`config.mk`:
```
export PLATFORM = sky130hd
export DESIGN_NAME = arb_rr2
export DESIGN_NICKNAME = d
export VERILOG_FILES = /design/src/rtl/arb_rr2.sv
export SDC_FILE = /design/constraint.sdc
export NUM_CORES = 1
export LEC_CHECK = 0
export BUFFER_PORTS_ARGS = -buffer_cell sky130_fd_sc_hd__clkbuf_2
export CAP_MARGIN = 20
export CORE_UTILIZATION = 40
export CTS_BUF_LIST = sky130_fd_sc_hd__clkbuf_4
export CTS_CLUSTER_SIZE = 28
export DETAILED_ROUTE_END_ITERATION = 8
export SLEW_MARGIN = 40
export SYNTH_ARGS = -nofsm -noshare
export SYNTH_HDL_FRONTEND = slang
export SYNTH_SLANG_ARGS = --single-unit
```
`constraint.sdc`:
```
create_clock -name clk -period 2.3 [get_ports clk]
set_input_delay 0.115 -clock clk [delete_from_list [all_inputs] [get_ports clk]]
set_output_delay 0.115 -clock clk [all_outputs]
set_load 0.005 [all_outputs]
```
`src/rtl/arb_rr2.sv`:
```
// arb_rr2 -- two-requester round-robin arbiter driving the select line of the
// downstream 2:1 mux (sel=0 -> source A, sel=1 -> source B).
// Each grant is held for at least HOLD cycles; ties from IDLE go to the side
// that was not served last. Handover between sources happens on one edge with
// no IDLE bubble, and sel keeps its value while idle so the mux never glitches.
//
// Optional feature: define ARB_TIMEOUT_EN to force a grant over to a waiting
// source once the current owner has held it for MAXG cycles. Without the macro
// a source keeps the grant for as long as it holds its request, and MAXG only
// takes part in the parameter range check.
module arb_rr2 #(
    parameter int HOLD = 4,   // minimum grant length in cycles, 1..2^CW
    parameter int CW   = 3,   // grant-age counter width
    parameter int MAXG = 8    // forced-release length, HOLD..2^CW
) (
    input  logic clk,
    input  logic rst,
    input  logic req_a,
    input  logic req_b,
    output logic sel,
    output logic gnt_a,
    output logic gnt_b,
    output logic busy
);

    // Reject parameter sets the counter cannot represent.
    if (HOLD < 1 || HOLD > (1 << CW)) begin : g_bad_hold
        $error("arb_rr2: HOLD must lie in 1..2^CW");
    end
    if (MAXG < HOLD || MAXG > (1 << CW)) begin : g_bad_maxg
        $error("arb_rr2: MAXG must lie in HOLD..2^CW");
    end

    typedef enum logic [1:0] {
        IDLE  = 2'd0,
        GNT_A = 2'd1,
        GNT_B = 2'd2
    } state_t;

    localparam logic [CW-1:0] HOLD_M1 = CW'(HOLD - 1);
    localparam logic [CW-1:0] CNT_MAX = '1;

    state_t        state;
    state_t        state_nxt;
    logic [CW-1:0] cnt;       // cycles spent in the current grant, minus one
    logic          last_b;    // 1 when B was the most recently granted source
    logic          hold_ok;
    logic          entering;

    assign hold_ok  = (cnt >= HOLD_M1);
    assign entering = (state_nxt != IDLE) && (state_nxt != state);

`ifdef ARB_TIMEOUT_EN
    localparam logic [CW-1:0] MAXG_M1 = CW'(MAXG - 1);
    logic max_hit;
    assign max_hit = (cnt >= MAXG_M1);
`endif

    // Next-state selection: tie-break from IDLE, release or handover from a grant.
    always_comb begin
        // NOTE: every signal written here gets a default first so no path leaves
        // it unassigned; otherwise synthesis infers a latch.
        state_nxt = state;
        case (state)
            IDLE: begin
                if (req_a && (!req_b || last_b)) begin
                    state_nxt = GNT_A;
                end else if (req_b) begin
                    state_nxt = GNT_B;
                end
            end
            GNT_A: begin
                if (!req_a && hold_ok) begin
                    state_nxt = req_b ? GNT_B : IDLE;
                end
`ifdef ARB_TIMEOUT_EN
                else if (req_b && max_hit) begin
                    state_nxt = GNT_B;
                end
`endif
            end
            GNT_B: begin
                if (!req_b && hold_ok) begin
                    state_nxt = req_a ? GNT_A : IDLE;
                end
`ifdef ARB_TIMEOUT_EN
                else if (req_a && max_hit) begin
                    state_nxt = GNT_A;
                end
`endif
            end
            default: state_nxt = IDLE;
        endcase
    end

    // State, grant-age counter, round-robin history and registered outputs.
    always_ff @(posedge clk or posedge rst) begin
        // NOTE: sequential state uses non-blocking assignments so every flop
        // samples pre-edge values regardless of statement order.
        if (rst) begin
            state  <= IDLE;
            cnt    <= '0;
            last_b <= 1'b1;
            sel    <= 1'b0;
            gnt_a  <= 1'b0;
            gnt_b  <= 1'b0;
            busy   <= 1'b0;
        end else begin
            state <= state_nxt;
            gnt_a <= (state_nxt == GNT_A);
            gnt_b <= (state_nxt == GNT_B);
            busy  <= (state_nxt != IDLE);

            if (entering || state_nxt == IDLE) begin
                cnt <= '0;
            end else if (cnt != CNT_MAX) begin
                cnt <= cnt + 1'b1;
            end

            // sel and last only move when a new grant starts; idle keeps sel.
            if (entering) begin
                sel    <= (state_nxt == GNT_B);
                last_b <= (state_nxt == GNT_B);
            end
        end
    end

endmodule

```
* Yosys cells after proc, flatten, opt, wreduce, memory -nomap -nowiden *
Cells that the tools add are included.

cells by class
  $add $sub $neg = 1
  $lt $le $gt $ge = 1
  eq/ne operators = 6
  mux-type cells = 9
  reductions and logical operators = 12

operator list
  kind                                                  number
  2-to-1 mux 2 bit                                      5
  2-to-1 mux 3 bit                                      2
  case mux 2 bit (3 select lines)                       1
  equality test 2 x 1 -> 1 bit (second input constant)  2
  equality test 2 bit (second input constant)           2
  logical AND 1 bit                                     4
  zero test 2 bit                                       2
  nonzero test 2 bit                                    2
  adder 3 x 1 -> 3 bit (second input constant)          1
  >= comparator 3 x 2 -> 1 bit (second input constant)  1
  inequality test 3 bit (second input constant)         1
  zero test 1 bit                                       2
  logical OR 1 bit                                      2
  inequality test 2 bit                                 1
  2-to-1 mux 1 bit                                      1

storage, ports and cells
  bits in registers = 10
  word-level logic and storage cells = 36

* Longest topological paths before layout *
Gate-level depths: netlist (run 1).

  word-level depth = 9
  depth in mapped cells = 5
  gate-level depth less buffers = 5

* Worst setup path after synthesis (run 1) *
OpenSTA, ideal clock, no wires.

  path kind = flip-flop to flip-flop
  from = register cnt[0]
  to = register sel
  setup time = 0.122 ns
  arrival time = 1.580 ns
  data required time = 2.178 ns
  slack = 0.598 ns
  cell stages (with the launch flop) = 6
  period minus slack after synthesis = 1.702 ns
  path through = dfrtp_1 > ha_1 > ha_1 > a211oi_4 > a21oi_1 > a32o_1

on the way
  word-level cells in the longest chain between the ends = 6
  elaborated cells between the ends (all ways) = 10
  those cells by class = 1 x order compare; 2 x eq/ne; 3 x mux; 4 x reduce/logical

ends and longest elaborated chain
  element                                                      RTL line  RTL
  from (decl)                                                  45        logic [CW-1:0] cnt;
  from (signal assigned)                                       117       cnt <= cnt + 1'b1;
  >= comparator 3 x 2 -> 1 bit (*)                             50        assign hold_ok = (cnt >= HOLD_M1);
  logical AND 1 bit, on equally long branches                  83, 73
  2-to-1 mux 2 bit, on equally long branches                   83, 73
  case mux 2 bit (3 select lines) (*)                          64        case (state)
  inequality test 2 bit or nonzero test 2 bit (tied branches)  51        assign entering = (state_nxt != IDLE) && (state_nxt != state);
  logical AND 1 bit                                            51
  to (signal assigned)                                         122       sel <= (state_nxt == GNT_B);
  to (decl)                                                    20        output logic sel,

Every way passes the cells marked *; elsewhere a longest branch is shown, timed or not.
A chain may end at the register's enable or synchronous reset.

* Worst setup path after layout (run 1) *
  from = register cnt[0]
  to = register cnt[2]

on the way
  word-level cells in the longest chain between the ends = 8
  elaborated cells between the ends (all ways) = 16
  those cells by class = 1 x add/sub; 1 x order compare; 2 x eq/ne; 5 x mux; 7 x reduce/logical

ends and longest elaborated chain
  element                                                      RTL line  RTL
  >= comparator 3 x 2 -> 1 bit                                 50
  logical AND 1 bit, on equally long branches                  83, 73
  2-to-1 mux 2 bit, on equally long branches                   83, 73
  case mux 2 bit (3 select lines)                              64
  inequality test 2 bit or nonzero test 2 bit (tied branches)  51
  logical AND 1 bit                                            51
  logical OR 1 bit                                             114       if (entering || state_nxt == IDLE) begin
  2-to-1 mux 3 bit or nonzero test 2 bit (tied branches)       n/a

Parallel ways exist; a longest one is shown, timed or not. The select of a mux whose other input is x is not followed.

==> impl_metrics.ini, run 1 <==
[critical_path]
cp_top_family = compound AO/OA/AOI/OAI gates
crit_top_cell = ha_1
critPathRequiredTime_ps = 2500
crit_chain = ha_1 > ha_1 > a211oi_4 > o21ai_0 > a21oi_1
worst-path-max-fanout = 10
criticalPathCategory = reg -> reg
cp_data_arrival_time_ps = 2060
worstReg2RegStart = cnt[0]
crit_start = cnt[0]
end_kind = register
worst-path-buf-inv = 0
cp-start-kind = register
crit_path_max_incr_delay_ps = 450
timing.rr.end = cnt[2]
worst-path-stages = 5
reg2reg_depth = 5
rrSetupSlack_ps = 440
slowest_stage = a211oi_4
crit_end = cnt[2]

[layout]
drive_above_1_share_pct = 21.54
fin_area_um2 = 653.1
area_delta_synth_final_pct = 14.73
fillers = 121
final_cells = 80
nets = 73
diodes = 0

[timing]
min_period_ps = 1865
setup_viol = 0
setup_tns_ps = 0
fin_crit_sh_pct = 81.08
fin_skew_ps = 4.558
hold_violations = 0
timing.final.ws_setup_ps = 435.3
rsz0062_at_grt = false
relSlewSlack_pct = 68.85
worst_slew_pin_slew_ps = 465.8
slew_violations = 0
max_freq_mhz = 536.3

[synthesis]
synth_seq_cells = 10
netlist_instances = 55
synth_area_per_cell_um2 = 10.35
synth_warnings = 0
syn_nets = 62
ys.flop_type = dfrtp_1
synth_cell_types = 28
async_reset_ff_share_pct = 100.0
synth_top_area_share_pct = 39.56
synth.most_common_cell = dfrtp_1
syn_area_um2 = 569.3
synth_common_cells = 9 x dfrtp_1, 5 x a21oi_1, 4 x inv_1, 4 x o21ai_0
synth_top_area_cell = dfrtp_1
synth_edf_count = 0
synth_area_leaders = dfrtp_1 40%, ha_1 6.6%, mux2i_1 5.3%
yosysSeqAreaShare_pct = 44.18

[outcome]
status = completed

[die]
die-area_um2 = 1578
start_util_pct = 43.21
io_pins = 8
die-height_um = 39.73
core-area_um2 = 1318
fp-row-count = 13
die_w_um = 39.73

[clocking]
post_cts_resized = 0
htree_levels = 1
post_cts_buffers = 0
cts-root-buf = clkbuf_4
cts_tree = done
cts-buffers-inserted = 3
clkSinkCount = 10
clk_pin_slew_ps = 70
clkLatencyLatePin_ps = 270
clockBufferDepth = 2

[global_routing]
grt_pass1_wl_um = 1683
grt_usage_pct = 17.18
grtUsageMet2_pct = 23.77
grt_max_degree = 13
antenna_found_initial = 0
grt_util_met3_pct = 5.114
busiest_layer = met2
overflow = 0
grt_use_met1_pct = 21.99
grt_pass1_vias = 380

[power_and_ir_drop]
p_leak_nw = 0.3196
vdd.ir_drop.worst_mv = 0.6171
power_density_nw_per_um2 = 1272
total_power_mw = 0.8309

[drt]
drt_pre_antenna_iters = 4
wl_um = 1176
viasPerCell = 5.963
drc = 0
post_drt_wl_per_cell_um = 14.70
final_antenna_net_count = 0
route.vias.total = 477
drt-initial-drc-count = 18

[place]
pre_cts_ws_ps = 460.3
globalplace.congestion = 0.7586
port_buffers = 7
placed_area_um2 = 613.1
dp.cells = 75
dp_hpwl_um = 795.2

[flow_run]
drv_cap = 0

[hold_path]
hold_path.class = in -> reg
[cell type report]
| cell class | instances | area, um2 | area share (%) |
|---|---|---|---|
| multi-input combinational | 38 | 289.0 | 44.25 |
| timing repair buffer | 8 | 45.04 | 6.897 |
| clock buffer | 4 | 30.03 | 4.598 |
| inverter | 5 | 18.77 | 2.874 |
| sequential | 10 | 251.5 | 38.51 |
| tap | 15 | 18.77 | 2.874 |
[metal layers]
metal | share of wire, % | routed length (um)
met1 | 47 | 554
met2 | 48 | 560
met3 | 3.9 | 46
met4 | 1.2 | 14
met5 | 0 | 0
[layout by cell type (no fill, tap or decap), types with 2 or more instances in the layout]
cell type | synthesis | final
inv_1 | 4 | 4
mux2i_1 | 3 | 3
clkbuf_4 | 0 | 4
nor2b_1 | 2 | 2
clkbuf_2 | 0 | 7
a21oi_1 | 5 | 5
o21ai_0 | 4 | 4
nand2_1 | 2 | 2
ha_1 | 3 | 3
a211o_1 | 2 | 2
dfrtp_1 | 9 | 9
nand2b_1 | 2 | 2
[registers in the layout, summed over array words and instances, names as in the netlist]
name and cells:
busy 1, cnt 3, last_b 1, gnt_a 1, sel 1, gnt_b 1, state 2
[cells by family (layout without fill, tap and decap cells)]
| group | after synthesis | count (layout) | share of synthesized area, % |
|---|---|---|---|
| adder cells (fa/ha/maj) | 3 | 3 | 6.594 |
| AO/OA/AOI/OAI | 19 | 19 | 25.06 |
| flip-flops | 10 | 10 | 44.18 |
| multiplexers | 3 | 3 | 5.275 |
| AND/OR/NAND/NOR | 12 | 12 | 12.31 |
| XOR/XNOR | 1 | 1 | 1.539 |
| buffers and inverters | 7 | 17 | 5.054 |
[metrics by stage]
step,util (%),hold slack [ps]
after global placement,46.53,97.68
after CTS,49.57,234.0
after detailed placement,46.53,101.7
final,49.57,253.0
after floorplan,-,-45.54
after global routing,49.57,246.1
[worst min-delay path by stage]
stage          endpoint   from  cells past startpoint  slack [ps]
3_3_place_gp     cnt[1]    rst                      2         100
3_5_place_dp     cnt[1]    rst                      2         100
2_1_floorplan      busy    rst                      1         -50
5_1_grt          last_b  req_b                      3         250
6_report            sel  req_b                      2         250
4_1_cts          last_b  req_b                      3         230
[repair_timing]
action	4_1_cts	5_1_grt
endpoints found under the hold margin	9	0
hold buffers	1	0
endpoints found under the setup margin	0	0
[worst register-to-register path: cells and delay by family, from the launching register on]
family	cells	cell delay, ps
AO/OA/AOI/OAI	3	890
adder cells (fa/ha/maj)	2	470
flip-flops	1	440
[power by group]
group	total [mW]	switching, mW	internal (mW)
logic	0.330	0.162	0.168
clock network	0.143	0.0644	0.0790
registers	0.358	0.101	0.257
No activity file was read; power rests on OpenSTA's default activity.
==> run 2: changes to the inputs <==
==> constraint.sdc (replaced) <==
create_clock -name clk -period 1.65 [get_ports clk]
set_input_delay 0.0825 -clock clk [delete_from_list [all_inputs] [get_ports clk]]
set_output_delay 0.0825 -clock clk [all_outputs]
set_load 0.005 [all_outputs]
==> impl_metrics.ini, run 2 (synthesized netlist as in run 1, its figures left out) <==
[global_routing]
antenna_found_initial = 0
grt_pass1_wl_um = 1876
overflow = 0
grtUsageMet2_pct = 26.64
busiest_layer = met2
grt_pass1_vias = 431
grt_util_met3_pct = 6.818
grt_use_met1_pct = 24.48
grt_usage_pct = 18.56
grt_max_degree = 13

[layout]
largest_reg_flops = 3
diodes = 0
nets = 81
layout_common_cells = 9 x dfrtp_1, 7 x clkbuf_2, 6 x buf_4
layout_commonest_cell = dfrtp_1
fin_area_um2 = 725.7
fillers = 117
top_regs = cnt (3), state (2)
area_delta_synth_final_pct = 27.47
drive_above_1_share_pct = 32.88
final_cells = 88
regMostFlops = cnt

[clocking]
clk_pin_slew_ps = 70
clockBufferDepth = 2
htree_levels = 1
clkSinkCount = 10
cts-root-buf = clkbuf_4
clkLatencyLatePin_ps = 270
cts_tree = done
cts-buffers-inserted = 3

[drt]
drt_pre_antenna_iters = 4
post_drt_wl_per_cell_um = 13.08
viasPerCell = 5.693
route.vias.total = 501
drt-initial-drc-count = 21
final_antenna_net_count = 0
drc = 0
wl_um = 1151

[timing]
timing.final.ws_setup_ps = 99.01
max_freq_mhz = 644.7
setup_tns_ps = 0
fin_crit_sh_pct = 94.00
relSlewSlack_pct = 73.12
hold_violations = 0
setup_viol = 0
rsz0062_at_grt = false
min_period_ps = 1551
worst_slew_pin_slew_ps = 399.5
slew_violations = 0
fin_skew_ps = 1.355

[critical_path]
cp_data_arrival_time_ps = 1710
end_kind = register
cp-start-kind = register
worst-path-max-fanout = 5
critPathRequiredTime_ps = 1810
criticalPathCategory = reg -> reg

[power_and_ir_drop]
power.internal_mw = 0.7970
p_switching_mw = 0.4802
vdd.ir_drop.worst_mv = 1.006
clkPwrFrac_pct = 14.0
power_density_nw_per_um2 = 1760
p_leak_nw = 0.3497
p_seq_share_pct = 35.0
sw_frac_of_total_pct = 37.59
combPwrFrac_pct = 51.1

[place]
dp_hpwl_um = 775.9
pre_cts_ws_ps = -29.66
globalplace.congestion = 0.7704
port_buffers = 7
dp.cells = 80
placed_area_um2 = 650.6

[die]
start_util_pct = 43.21
die_w_um = 39.73
fp-row-count = 13
die-area_um2 = 1578
io_pins = 8
die-height_um = 39.73
core-area_um2 = 1318

[flow_run]
drv_cap = 0

[hold_path]
hold_path.class = in -> reg

[outcome]
status = completed
run 2: layer usage:
metal / vias to the layer above / part of all wire (%)
li1: 239 / -
met1: 244 / 50
met2: 16 / 43
met3: 2 / 5.1
met4: 0 / 0.87
met5: - / 0
run 2: worst paths after layout:
| check | from | to | slack (ps) | cells past startpoint |
|---|---|---|---|---|
| worst max register to register | cnt[0] | gnt_a | 100 | 6 |
| worst max-delay path | cnt[0] | gnt_a | 100 | 6 |
| max in group asynchronous | rst | last_b | 1010 | 3 |
| worst min register to register | sel | sel | 500 | 1 |
| worst min-delay path | req_b | busy | 200 | 3 |
| min in group asynchronous | rst | cnt[0] | 320 | 3 |
run 2: cell type report:
class | count | area (um2) | share of cell area [%]
multi-input cells | 38 | 297.8 | 41.03
flip-flops and latches | 10 | 251.5 | 34.66
repair buffers | 16 | 112.6 | 15.52
clock buffers | 3 | 22.52 | 3.103
inverters | 5 | 18.77 | 2.586
well taps | 15 | 18.77 | 2.586
clock inverters | 1 | 3.754 | 0.5172
run 2: power by group through the flow:
| stage | logic [mW] | registers (mW) | clock network, mW |
|---|---|---|---|
| final | 0.652 | 0.447 | 0.179 |
| after global routing | 0.731 | 0.460 | 0.200 |
| after CTS | 0.604 | 0.443 | 0.181 |
| after detailed placement | 0.566 | 0.449 | 0 |
| after global placement | 0.560 | 0.446 | 0 |
| after floorplan | 0.398 | 0.436 | 0 |
run 2: worst max-delay path, stage by stage (launching register included):
cell      delay (ps)
dfrtp_1          380
ha_2             190
ha_2             180
a211oi_4         190
buf_6            150
nor4_1            60
a211o_1          280
run 2: repair_timing:
item | CTS | global route
pin swaps | 1 | 1
setup endpoints to repair | 7 | 10
resized for setup | 0 | 5
hold endpoints to repair | 9 | 0
buffers inserted | 2 | 1
hold buffers | 1 | 0
run 2: through the flow:
step	total power, mW	utilization (%)	hold slack [ps]
after global routing	1.390	55.08	224.0
after floorplan	0.8341	-	-78.04
after CTS	1.229	53.28	195.1
final	1.277	55.08	203.2
after detailed placement	1.015	49.38	72.11
after global placement	1.006	49.38	62.92
